File: src/rtl/ps2_rx_frame.sv
`default_nettype none
// ============================================================================
// Module      : ps2_rx_frame
// Description : PS/2 device-to-host frame receiver. Samples ps2_data on
//               ps2_clk falling edges, assembles start/8 data/parity/stop,
//               and reports one byte per good frame or a coded error.
//               A watchdog aborts frames that stall between clock edges.
// Revision    : 1.0 - initial release
// ============================================================================
module ps2_rx_frame #(
  parameter int TIMEOUT_CYCLES = 20000,
  parameter int TCW            = $clog2(TIMEOUT_CYCLES + 1)
) (
  input  logic       clk,
  input  logic       rst,
  input  logic       ps2_clk,
  input  logic       ps2_data,
  output logic [7:0] rx_data,
  output logic       rx_valid,
  output logic       rx_err,
  output logic [1:0] err_code,
  output logic       busy
);

  typedef enum logic [1:0] {
    S_IDLE   = 2'd0,
    S_DATA   = 2'd1,
    S_PARITY = 2'd2,
    S_STOP   = 2'd3
  } state_t;

  localparam logic [TCW-1:0] C_WD_LIMIT = TCW'(TIMEOUT_CYCLES - 1);

  localparam logic [1:0] C_ERR_PARITY  = 2'b01;
  localparam logic [1:0] C_ERR_FRAMING = 2'b10;
  localparam logic [1:0] C_ERR_TIMEOUT = 2'b11;

  state_t         r_state;
  logic           r_ps2_clk_q;
  logic [2:0]     r_bitcnt;
  logic [7:0]     r_shr;
  logic           r_par;
  logic [TCW-1:0] r_wd;
  logic           w_fall;

  // One-cycle strobe on each ps2_clk high-to-low transition.
  assign w_fall = r_ps2_clk_q & ~ps2_clk;

  // Frame FSM, watchdog and registered outputs.
  always_ff @(posedge clk) begin
    if (rst) begin
      r_state     <= S_IDLE;
      r_ps2_clk_q <= 1'b1;
      r_bitcnt    <= 3'd0;
      r_shr       <= 8'd0;
      r_par       <= 1'b0;
      r_wd        <= '0;
      rx_data     <= 8'd0;
      rx_valid    <= 1'b0;
      rx_err      <= 1'b0;
      err_code    <= 2'b00;
      busy        <= 1'b0;
    end else begin
      r_ps2_clk_q <= ps2_clk;
      rx_valid    <= 1'b0;
      rx_err      <= 1'b0;

      if (w_fall) begin
        // A falling edge always restarts the watchdog and wins over timeout.
        r_wd <= '0;
        case (r_state)
          S_IDLE: begin
            if (!ps2_data) begin
              r_state  <= S_DATA;
              r_bitcnt <= 3'd0;
              busy     <= 1'b1;
            end
          end
          S_DATA: begin
            r_shr    <= {ps2_data, r_shr[7:1]};
            r_bitcnt <= r_bitcnt + 3'd1;
            if (r_bitcnt == 3'd7) begin
              r_state <= S_PARITY;
            end
          end
          S_PARITY: begin
            r_par   <= ps2_data;
            r_state <= S_STOP;
          end
          S_STOP: begin
            r_state <= S_IDLE;
            busy    <= 1'b0;
            // Framing is checked before parity so a bad stop bit dominates.
            if (ps2_data && (^{r_shr, r_par})) begin
              rx_data  <= r_shr;
              rx_valid <= 1'b1;
            end else if (!ps2_data) begin
              rx_err   <= 1'b1;
              err_code <= C_ERR_FRAMING;
            end else begin
              rx_err   <= 1'b1;
              err_code <= C_ERR_PARITY;
            end
          end
          default: begin
            r_state <= S_IDLE;
            busy    <= 1'b0;
          end
        endcase
      end else if (r_state == S_IDLE) begin
        r_wd <= '0;
      end else if (r_wd == C_WD_LIMIT) begin
        // Stalled frame: drop partial data and report a timeout.
        r_state  <= S_IDLE;
        busy     <= 1'b0;
        r_wd     <= '0;
        r_bitcnt <= 3'd0;
        r_shr    <= 8'd0;
        rx_err   <= 1'b1;
        err_code <= C_ERR_TIMEOUT;
      end else begin
        r_wd <= r_wd + TCW'(1);
      end
    end
  end

endmodule
`default_nettype wire

File: config.mk
export PLATFORM = sky130hd
export DESIGN_NAME = ps2_rx_frame
export DESIGN_NICKNAME = d
export VERILOG_FILES = /design/src/rtl/ps2_rx_frame.sv
export SDC_FILE = /design/constraint.sdc
export NUM_CORES = 1
export LEC_CHECK = 0
export ABC_AREA = 1
export CAP_MARGIN = 20
export CORE_AREA = 2 2 73 75
export DETAILED_ROUTE_END_ITERATION = 6
export DIE_AREA = 0 0 75 77
export SLEW_MARGIN = 20
export SYNTH_ARGS = -nofsm -noshare
export SYNTH_HDL_FRONTEND = slang
export SYNTH_SLANG_ARGS = --single-unit
File: constraint.sdc
create_clock -name clk -period 1.87 [get_ports clk]
set_clock_uncertainty 0.15 [all_clocks]
set_input_delay 0.374 -clock clk [delete_from_list [all_inputs] [get_ports clk]]
set_output_delay 0.374 -clock clk [all_outputs]
set_load 0.01 [all_outputs]
==> impl_metrics.env, run 1 <==
export IMPL_worst_slack_ns=0.09236
export IMPL_grt_pass1_wl_mm=7.734
export IMPL_total_leakage_power_uw=0.001059
export IMPL_p_total_uw=1715
export IMPL_grt_usage_pct=17.18
export IMPL_numCtsBuffers=5
export IMPL_first_iter_violations=97
export IMPL_synth_ff_latch_count=43
export IMPL_via_per_inst=4.779
export IMPL_dp_cells=392
export IMPL_first_global_vias=1773
export IMPL_fp_dieW_um=75
export IMPL_power_frac_seq_pct=54.8
export IMPL_grt_overflow=0
export IMPL_timing_hold_ws_ns=0.3163
export IMPL_cts_htree_levels=2
export IMPL_post_route_drc_count=0
export IMPL_syn_area_per_cell_um2=7.340
export IMPL_cts_tree="built"
export IMPL_timing_rr_start="r_wd[1]"
export IMPL_critical_path_reg2reg_endpoint="r_state[1]"
export IMPL_grt_max_degree=18
export IMPL_power_internal_uw=1300
export IMPL_fp_row_count=26
export IMPL_clkPwrFrac_pct=34.2
export IMPL_hold_viol_final=0
export IMPL_cp_end_kind="flop"
export IMPL_max_cap_violations=0
export IMPL_critical_path_endpoint="r_state[1]"
export IMPL_comb_power_share_pct=11.0
export IMPL_crit_fanout=4
export IMPL_stdcell_count=402
export IMPL_firstDrtPassIters=4
export IMPL_place_ws_ns=-0.07974
export IMPL_fmax_mhz=562.5
export IMPL_r2r_slack_ns=0.09
export IMPL_final_min_clock_period_ns=1.778
export IMPL_drt_wl_total_mm=4.471
export IMPL_clk_pin_slew_ns=0.08
export IMPL_peakVddDrop_mv=0.3528
export IMPL_insertion_delay_ns=0.29
export IMPL_setup_viol=0
export IMPL_drive_gt1_share_pct=20.48
export IMPL_area_delta_synth_final_pct=25.74
export IMPL_synth_nets=303
export IMPL_p_sw_uw=415.7
export IMPL_port_buffers=16
export IMPL_cp_data_required_time_ns=1.90
export IMPL_cts_hold_buffers_added=0
export IMPL_nNetsFinal=343
export IMPL_yosys_warnings=0
export IMPL_startpoint="r_wd[1]"
export IMPL_routabilityCongestion=0.8183
export IMPL_vias=1921
export IMPL_start_kind="flop"
export IMPL_coreArea_um2=4977
export IMPL_worstMarginPinSlew_ns=0.3567
export IMPL_synthCells=292
export IMPL_rsz0062_at_grt="yes"
export IMPL_reg2regPathDepth=11
export IMPL_n_antenna_cell=0
export IMPL_die_h_um=77
export IMPL_synth_seq_area_share_pct=40.16
export IMPL_power_density_nw_per_um2=636.5
export IMPL_clockBufferDepth=2
export IMPL_antenna_found_initial=0
export IMPL_wl_per_cell_um=11.12
export IMPL_min_period_over_period_pct=95.06
export IMPL_synth_distinct_cells=32
export IMPL_io_pins=17
export IMPL_clockRootBuffer="clkbuf_8"
export IMPL_cp_arrival_ns=1.81
export IMPL_hold_path_class="reg -> reg"
export IMPL_slew_viol_final=0
export IMPL_die_area_um2=5775
export IMPL_status="finished, final reports clean"
export IMPL_start_util_pct=43.06
export IMPL_dpl_hpwl_mm=3.243
export IMPL_syn_area_um2=2143
export IMPL_swShare_pct=24.23
export IMPL_clock_sinks=43
export IMPL_ant_nets=0
export IMPL_slew_headroom_pct=76.02
export IMPL_critPathKind="reg -> reg"
## layer usage
| layer | up-vias | wire length, um | GRT usage, % |
|---|---|---|---|
| met5 | - | 0 | 0 |
| met4 | 0 | 89 | 6.429 |
| met3 | 8 | 164 | 4.599 |
| met2 | 23 | 2057 | 26.40 |
| met1 | 870 | 2160 | 22.70 |
| li1 | 1020 | - | - |
## cell type report
| type | count | area [um^2] |
|---|---|---|
| Clock buffer | 6 | 82.58 |
| Clock inverter | 1 | 5.005 |
| Fill cell | 490 | 2282 |
| Inverter | 38 | 142.6 |
| Multi-Input combinational cell | 205 | 1161 |
| Sequential cell | 43 | 863.3 |
| Tap cell | 70 | 87.58 |
| Timing Repair Buffer | 39 | 352.8 |
## layout by cell type, fill, tap and decap left out, types with 2 or more instances in the layout
master and instances:
nand2_1 47, nor2_1 42, dfxtp_1 41, inv_1 36, a21oi_1 22, buf_4 20
nand3_1 17, clkdlybuf4s50_1 16, nor3_1 13, nand4_1 11, nand2_2 8, clkbuf_8 6
nor2_2 5, ha_1 5, xor2_1 4, nand2_4 4, nand3_2 3, o21ai_1 3
nor3_2 2, inv_2 2, o21a_1 2, a21oi_2 2, or2_2 2, nor4_1 2
dfxtp_2 2, buf_6 2
## power by group through the flow
stage	combinational (uW)	sequential (uW)	clock, uW
final	189	939	586
after CTS	168	938	614
after global placement	166	959	0
after detailed placement	168	960	0
after global routing	211	941	657
after floorplan	103	959	0
## worst min-delay path by stage
stage,from,to,slack (ns),cells past startpoint
CTS,busy,busy,0.32,2
floorplan,r_wd[0],r_wd[0],0.27,1
global placement,err_code[0],err_code[0],0.30,2
global route,busy,busy,0.34,2
detailed placement,err_code[0],err_code[0],0.30,2
finish,busy,busy,0.32,2
## flip-flops by register name, summed over array words and instances, names as in the netlist
register / cells
r_bitcnt: 3
r_par: 1
rx_err: 1
r_ps2_clk_q: 1
r_shr: 8
rx_valid: 1
busy: 1
rx_data: 8
r_wd: 15
r_state: 2
err_code: 2
## stage by stage
| step | util (%) | setup TNS [ns] | area, um^2 |
|---|---|---|---|
| finish | 54.15 | 0 | 2695 |
| global route | 54.15 | -0.05357 | 2695 |
| CTS | 52.54 | 0 | 2615 |
| detailed placement | 50.78 | -0.2219 | 2527 |
| global placement | 50.78 | -0.1244 | 2527 |
| floorplan | - | 0 | 2143 |
## kinds of logic (layout without fill, tap and decap cells)
family	Yosys count	after routing	synth area share, %
flops	43	43	40.16
xor+xnor	4	4	1.634
fa+ha+maj	7	7	4.086
simple gates	161	161	37.36
compound gates	33	33	8.874
buf+inv	44	84	7.881
## repair_timing
action / in CTS / in global routing
setup buffers: 0 / 3
resized for setup: 0 / 16
endpoints found under the setup margin: 0 / 9
## Yosys cell counts
cell type / number / area (um^2)
buf_4: 1 / 7.510
clkbuf_1: 5 / 18.77
nor4_1: 2 / 12.51
nand4_1: 11 / 68.82
a22oi_1: 1 / 7.510
nor2_8: 1 / 20.02
inv_2: 2 / 7.510
nor3b_2: 1 / 12.51
nor2_2: 5 / 31.28
o31ai_1: 1 / 7.510
o21ai_0: 1 / 5.000
nand2_1: 50 / 187.7
nor4_2: 1 / 12.51
nand3b_1: 1 / 7.510
xor2_1: 4 / 35.03
nand2_2: 7 / 43.79
dfxtp_1: 43 / 860.8
a21oi_1: 24 / 120.1
o21ai_4: 1 / 16.27
nand3_1: 17 / 85.08
nor2_4: 1 / 11.26
nor3_2: 2 / 20.02
or2_2: 2 / 12.51
nor3_1: 13 / 65.06
o21a_1: 2 / 15.01
ha_1: 7 / 87.58
o21ai_1: 2 / 10.01
a21oi_2: 1 / 8.760
nor2_1: 42 / 157.7
nand2_4: 2 / 22.52
inv_1: 36 / 135.1
nand3_2: 3 / 30.03
## worst max-delay path, stage by stage (launching register included)
cell	delay, ns
dfxtp_2	0.35
ha_4	0.14
nand2_2	0.05
inv_2	0.06
nand2_2	0.06
nor2_2	0.12
nand3_2	0.14
o21ai_4	0.24
buf_6	0.15
nand2_4	0.05
a21oi_4	0.12
nor3_2	0.05
No activity file was read; power rests on OpenSTA's default activity.
==> inputs of run 2 (changes only) <==
--- a/config.mk
+++ b/config.mk
@@ -5,11 +5,11 @@
 export SDC_FILE = /design/constraint.sdc
 export NUM_CORES = 1
 export LEC_CHECK = 0
-export ABC_AREA = 1
 export CAP_MARGIN = 20
 export CORE_AREA = 2 2 73 75
 export DETAILED_ROUTE_END_ITERATION = 6
 export DIE_AREA = 0 0 75 77
+export REMOVE_ABC_BUFFERS = 1
 export SLEW_MARGIN = 20
 export SYNTH_ARGS = -nofsm -noshare
 export SYNTH_HDL_FRONTEND = slang
==> constraint.sdc (replaced) <==
create_clock -name clk -period 1.5 [get_ports clk]
set_clock_uncertainty 0.15 [all_clocks]
set_input_delay 0.3 -clock clk [delete_from_list [all_inputs] [get_ports clk]]
set_output_delay 0.3 -clock clk [all_outputs]
set_load 0.01 [all_outputs]
==> run 2 against run 1 <==
Against the previous run:
- the flow now finishes with violations (setup timing)
- register-to-register slack lost 0.42 ns
- sequential power grew 22%
- clock power grew 59%
- critical path depth shrank 7
- design area grew 12%
- worst setup slack lost 0.42 ns
- power grew 29%
- sequential share of layout area shrank 3.3 points
- combinational power shrank 32%
- critical endpoint is now r_bitcnt[0]
- largest cell class unchanged
==> impl_metrics.env, run 2 <==
export IMPL_status="finished, violations left"
export IMPL_violations="setup timing"
export IMPL_stdcell_count=367
export IMPL_swShare_pct=20.67
export IMPL_place_ws_ns=-0.5325
export IMPL_rsz0062_at_grt="yes"
export IMPL_synth_top_area_share_pct=39.81
export IMPL_firstDrtPassIters=4
export IMPL_synth_seq_area_share_pct=39.81
export IMPL_synth_area_leaders="dfxtp_1, mux2i_1, nand2b_1"
export IMPL_critical_path_reg2reg_endpoint="r_bitcnt[0]"
export IMPL_cts_hold_buffers_added=0
export IMPL_area_delta_synth_final_pct=40.10
export IMPL_final_common_cell="buf_4"
export IMPL_worst_slack_ns=-0.3242
export IMPL_cp_end_kind="flop"
export IMPL_first_iter_violations=103
export IMPL_synth_distinct_cells=44
export IMPL_path_depth=4
export IMPL_fp_dieW_um=75
export IMPL_timing_hold_ws_ns=0.3224
export IMPL_die_h_um=77
export IMPL_syn_area_per_cell_um2=9.483
export IMPL_max_cap_violations=0
export IMPL_cts_tree="built"
export IMPL_n_antenna_cell=0
export IMPL_final_cell_mix="buf_4, dfxtp_1, nor2_1"
export IMPL_r2r_slack_ns=-0.32
export IMPL_vias=1775
export IMPL_fmax_mhz=548.2
export IMPL_drt_wl_total_mm=4.424
export IMPL_synthCells=228
export IMPL_io_pins=17
export IMPL_clk_pin_slew_ns=0.08
export IMPL_start_kind="flop"
export IMPL_comb_power_share_pct=5.8
export IMPL_first_global_vias=1719
export IMPL_numCtsBuffers=5
export IMPL_largest_reg_flops=15
export IMPL_dp_cells=359
export IMPL_top_register="r_wd"
export IMPL_critical_path_endpoint="r_bitcnt[0]"
export IMPL_port_buffers=16
export IMPL_dr_wl_met2_mm=2.181
export IMPL_place_area_um2=2808
export IMPL_post_route_drc_count=0
export IMPL_slew_viol_final=0
export IMPL_synth_ff_latch_count=43
export IMPL_total_leakage_power_uw=0.001235
export IMPL_clockBufferDepth=2
export IMPL_netlist_top_cells_count="dfxtp_1, nor2_1, nand2b_1, nand2_1, mux2i_1"
export IMPL_via_per_inst=4.837
export IMPL_grt_overflow=0
export IMPL_timing_rr_start="r_wd[8]"
export IMPL_cp_arrival_ns=1.86
export IMPL_grt_usage_pct=17.31
export IMPL_antenna_found_initial=0
export IMPL_synth_ff_type="dfxtp_1"
export IMPL_worstMarginPinSlew_ns=0.4399
export IMPL_crit_family="simple AND/OR/NAND/NOR gates"
export IMPL_insertion_delay_ns=0.30
export IMPL_synth_async_sr_flop_share_pct=0
export IMPL_cts_htree_levels=2
export IMPL_setup_viol=41
export IMPL_syn_area_um2=2162
export IMPL_yosys_warnings=0
export IMPL_met1_length_mm=2.059
export IMPL_cts_setup_buffers=0
export IMPL_power_internal_uw=1750
export IMPL_critPathKind="reg -> reg"
export IMPL_synth_edf_count=0
export IMPL_synth_most_common_cell="dfxtp_1"
export IMPL_worst_path_largest_cell_delay_ns=0.34
export IMPL_clkPwrFrac_pct=42.2
export IMPL_crit_path_top_delay_cell="dfxtp_2"
export IMPL_yosysTopAreaCell="dfxtp_1"
export IMPL_drive_gt1_share_pct=30.98
export IMPL_peakVddDrop_mv=0.5133
export IMPL_hold_path_class="reg -> reg"
export IMPL_crit_fanout=4
export IMPL_power_frac_seq_pct=52.0
export IMPL_start_util_pct=43.44
export IMPL_die_area_um2=5775
export IMPL_clock_sinks=43
export IMPL_dpl_hpwl_mm=3.171
export IMPL_fp_row_count=26
export IMPL_grt_max_degree=26
export IMPL_min_period_over_period_pct=121.6
export IMPL_worstPathCellList="nor4b_4 -> nand4_4 -> a211oi_4 -> mux2_4"
export IMPL_ant_nets=0
export IMPL_hold_viol_final=0
export IMPL_reg_largest_list="r_wd (15), r_shr (8), rx_data (8)"
export IMPL_startpoint="r_wd[8]"
export IMPL_worst_path_buf_inv=0
export IMPL_reg2regPathDepth=4
export IMPL_cp_data_required_time_ns=1.54
export IMPL_nNetsFinal=307
export IMPL_routabilityCongestion=0.7549
export IMPL_route_met3_wl_um=107
export IMPL_totalNegativeSetupSlack_ns=-8.723
export IMPL_final_area_um2=3029
export IMPL_power_density_nw_per_um2=728.5
export IMPL_highest_layer="met4"
export IMPL_clockRootBuffer="clkbuf_8"
export IMPL_grt_pass1_wl_mm=7.755
export IMPL_final_min_clock_period_ns=1.824
export IMPL_coreArea_um2=4977
export IMPL_wl_per_cell_um=12.05
export IMPL_slew_headroom_pct=70.61
export IMPL_p_sw_uw=456.2
-- run 2: cell types whose count changed after synthesis, sizes merged, moves of 4 or more --
cell	delta
a211oi	+5
a21oi	-14
clkbuf	+4
inv	-33
mux2i	+14
nand2	-45
nand2b	+16
nand3	-18
nor2	-29
nor3	-10
o211ai	+8
or2b	+5
xnor2	+5
xor2	+5
-- run 2: cells by family (layout without fill, tap and decap cells) --
family / after synthesis / count (layout) / synth area share (%)
XOR/XNOR: 17 / 17 / 8.912
multiplexers: 17 / 17 / 8.622
AO/OA/AOI/OAI: 35 / 35 / 11.17
AND/OR/NAND/NOR: 91 / 91 / 23.67
adder cells (fa/ha/maj): 7 / 7 / 4.051
flip-flops: 43 / 43 / 39.82
buffers and inverters: 18 / 87 / 3.762
-- run 2: power by group through the flow --
stage          sequential, uW  clock (uW)  combinational (uW)
2_1_floorplan            1180           0                41.1
6_report                 1150         931                 129
4_1_cts                  1150         964                 126
5_1_grt                  1150        1020                 140
3_5_place_dp             1170           0                 120
3_3_place_gp             1170           0                 119
-- run 2: layer usage --
layer | vias up | global-route usage (%)
met2 | 20 | 28.25
met5 | - | 0
met1 | 821 | 21.73
met3 | 5 | 4.074
met4 | 0 | 6.429
li1 | 929 | -
-- run 2: how the worst min path moves through the flow --
stage,endpoint,slack [ns],startpoint,depth (start not counted)
final,rx_data[5],0.32,rx_data[5],2
after global routing,rx_data[5],0.35,rx_data[5],2
after CTS,rx_data[5],0.33,rx_data[5],2
after detailed placement,rx_data[0],0.31,rx_data[0],2
after global placement,rx_data[2],0.31,rx_data[2],2
after floorplan,rx_err,0.21,rst,1
-- run 2: layout make-up --
cell class | instances | area [um^2]
clock inverters | 2 | 35.03
repair buffers | 74 | 619.3
well taps | 70 | 87.58
multi-input cells | 167 | 1316
fillers | 467 | 1948
inverters | 5 | 18.77
clock buffers | 6 | 82.58
flip-flops and latches | 43 | 869.6
-- run 2: worst min-delay path, cell delays in order, from the launching register on --
cell	delay [ns]
dfxtp_1	0.31
nand2b_1	0.06
mux2i_1	0.06
-- run 2: metrics by stage --
stage | utilization, % | power [uW]
6_report | 60.86 | 2207
5_1_grt | 60.86 | 2310
4_1_cts | 60.36 | 2237
3_5_place_dp | 56.41 | 1295
3_3_place_gp | 56.41 | 1293
2_1_floorplan | - | 1216
-- run 2: timing repair --
item	in CTS	in global routing
setup endpoints to repair	54	41
gates cloned	0	0
resized for setup	37	6
pin swaps	10	4
==> inputs of run 3 (changes only) <==
--- a/config.mk
+++ b/config.mk
@@ -6,9 +6,9 @@
 export NUM_CORES = 1
 export LEC_CHECK = 0
 export CAP_MARGIN = 20
-export CORE_AREA = 2 2 73 75
+export CORE_AREA = 5 5 76 78
 export DETAILED_ROUTE_END_ITERATION = 6
-export DIE_AREA = 0 0 75 77
+export DIE_AREA = 0 0 81 83
 export REMOVE_ABC_BUFFERS = 1
 export SLEW_MARGIN = 20
 export SYNTH_ARGS = -nofsm -noshare
==> run 3 against run 2 <==
Against the previous run:
- the run still ends with setup timing left
- sequential cell count stayed put
- critical path depth is 1 higher
- register-to-register slack better by 0.06 ns
- power is 6.2% lower
- worst setup slack better by 0.058 ns
- design area is 2.4% higher
- worst hold slack worse by 0.0055 ns
- final cell count is 0.54% higher
- critical path type unchanged
- largest cell class unchanged
==> impl_metrics.env, run 3 (synthesized netlist as in run 2, its figures left out) <==
export IMPL_post_route_drc_count=0
export IMPL_startpoint="r_wd[1]"
export IMPL_peakVddDrop_mv=0.3917
export IMPL_hold_viol_final=0
export IMPL_die_area_um2=6723
export IMPL_first_global_vias=1794
export IMPL_slew_headroom_pct=75.98
export IMPL_worstPathCellList="ha_4 -> and4_4 -> nand4_4 -> a211oi_4 -> mux2_1"
export IMPL_final_common_cell="buf_4"
export IMPL_cp_arrival_ns=1.79
export IMPL_numCtsBuffers=5
export IMPL_clock_sinks=43
export IMPL_n_antenna_cell=0
export IMPL_worst_path_largest_cell_delay_ns=0.35
export IMPL_power_frac_seq_pct=55.4
export IMPL_reg2regPathDepth=5
export IMPL_p_total_uw=2071
export IMPL_hold_path_class="reg -> reg"
export IMPL_critical_path_reg2reg_endpoint="r_bitcnt[0]"
export IMPL_nNetsFinal=309
export IMPL_antenna_found_initial=0
export IMPL_largest_reg_flops=15
export IMPL_via_per_inst=4.878
export IMPL_ant_nets=0
export IMPL_cp_data_required_time_ns=1.53
export IMPL_setup_viol=41
export IMPL_cts_tree="built"
export IMPL_worst_slack_ns=-0.2658
export IMPL_vias=1800
export IMPL_swShare_pct=21.30
export IMPL_drt_wl_total_mm=4.610
export IMPL_max_cap_violations=0
export IMPL_clockRootBuffer="clkbuf_8"
export IMPL_grt_pass1_wl_mm=8.114
export IMPL_final_min_clock_period_ns=1.766
export IMPL_grt_overflow=0
export IMPL_fp_dieW_um=81
export IMPL_reg_largest_list="r_wd (15), r_shr (8), rx_data (8)"
export IMPL_status="finished, violations left"
export IMPL_final_cell_mix="buf_4, dfxtp_1, nand2b_1"
export IMPL_rsz0062_at_grt="yes"
export IMPL_clk_pin_slew_ns=0.08
export IMPL_fmax_mhz=566.3
export IMPL_power_density_nw_per_um2=667.3
export IMPL_comb_power_share_pct=6.1
export IMPL_drive_gt1_share_pct=35.12
export IMPL_grt_max_degree=26
export IMPL_power_internal_uw=1630
export IMPL_wl_per_cell_um=12.49
export IMPL_min_period_over_period_pct=117.7
export IMPL_start_util_pct=43.16
export IMPL_crit_fanout=4
export IMPL_clkPwrFrac_pct=38.5
export IMPL_firstDrtPassIters=4
export IMPL_critPathKind="reg -> reg"
export IMPL_fp_row_count=26
export IMPL_slew_viol_final=0
export IMPL_area_delta_synth_final_pct=43.52
export IMPL_critical_path_endpoint="r_bitcnt[0]"
export IMPL_total_leakage_power_uw=0.001234
export IMPL_cp_end_kind="flop"
export IMPL_crit_path_top_delay_cell="dfxtp_2"
export IMPL_first_iter_violations=75
export IMPL_clockBufferDepth=2
export IMPL_insertion_delay_ns=0.29
export IMPL_grt_usage_pct=15.01
export IMPL_dpl_hpwl_mm=3.225
export IMPL_die_h_um=83
export IMPL_coreArea_um2=5010
export IMPL_io_pins=17
export IMPL_r2r_slack_ns=-0.27
export IMPL_timing_rr_start="r_wd[1]"
export IMPL_routabilityCongestion=0.7732
export IMPL_violations="setup timing"
export IMPL_port_buffers=16
export IMPL_top_register="r_wd"
export IMPL_start_kind="flop"
export IMPL_worstMarginPinSlew_ns=0.3595
export IMPL_p_sw_uw=441.0
export IMPL_totalNegativeSetupSlack_ns=-8.877
export IMPL_cts_htree_levels=2
run 3: power by group through the flow:
stage                     Combinational (uW)  Sequential (uW)  Clock [uW]
after floorplan                         41.1             1180           0
after global placement                   117             1170           0
after detailed placement                 118             1170           0
after CTS                                122             1150         827
after global routing                     138             1150         885
final                                    127             1150         797
run 3: what timing repair did:
item | in CTS | in global routing
gates resized for setup | 49 | 17
hold buffers | 0 | 0
setup endpoints to repair | 54 | 41
pin swaps | 25 | 2
buffers inserted | 1 | 1
gates cloned | 1 | 0
run 3: critical path, delay by kind of cell, from the launching register on:
kind / cells / cell delay, ns
muxes: 1 / 0.34
and+or+nand+nor: 2 / 0.40
DFF: 1 / 0.35
adders and majority gates: 1 / 0.13
AOI/OAI and AO/OA: 1 / 0.28
run 3: how the worst min path moves through the flow:
stage	depth (start not counted)	to	from	slack, ns
floorplan	1	rx_err	rst	0.21
global placement	2	rx_data[4]	rx_data[4]	0.31
detailed placement	2	rx_data[5]	rx_data[5]	0.31
CTS	2	rx_data[4]	rx_data[4]	0.32
global route	2	rx_data[5]	rx_data[5]	0.34
finish	2	err_code[1]	err_code[1]	0.32
run 3: layer usage:
| layer | vias to the layer above | part of all wire, % | track usage (%) |
|---|---|---|---|
| li1 | 939 | - | - |
| met4 | 0 | 1.4 | 5.837 |
| met3 | 7 | 2.4 | 3.030 |
| met5 | - | 0 | 0 |
| met1 | 834 | 46 | 19.68 |
| met2 | 20 | 50 | 23.90 |
run 3: cell type report:
type                            count  area [um^2]
Tap cell                           70        87.58
Inverter                            5        18.77
Sequential cell                    43        865.8
Timing Repair Buffer               76        638.1
Multi-Input combinational cell    167         1393
Clock buffer                        8        100.1
Fill cell                         437         1907
run 3: metrics by stage:
stage	hold WS (ns)	cell area [um^2]	worst slack [ns]	util, %	cells
after global placement	0.3086	2795	-0.4704	55.79	359
final	0.3169	3103	-0.2658	61.94	369
after floorplan	0.2146	2100	-0.6209	-	215
after detailed placement	0.3105	2795	-0.5134	55.79	359
after global routing	0.3407	3103	-0.3456	61.94	369
after CTS	0.3239	3032	-0.2787	60.51	368
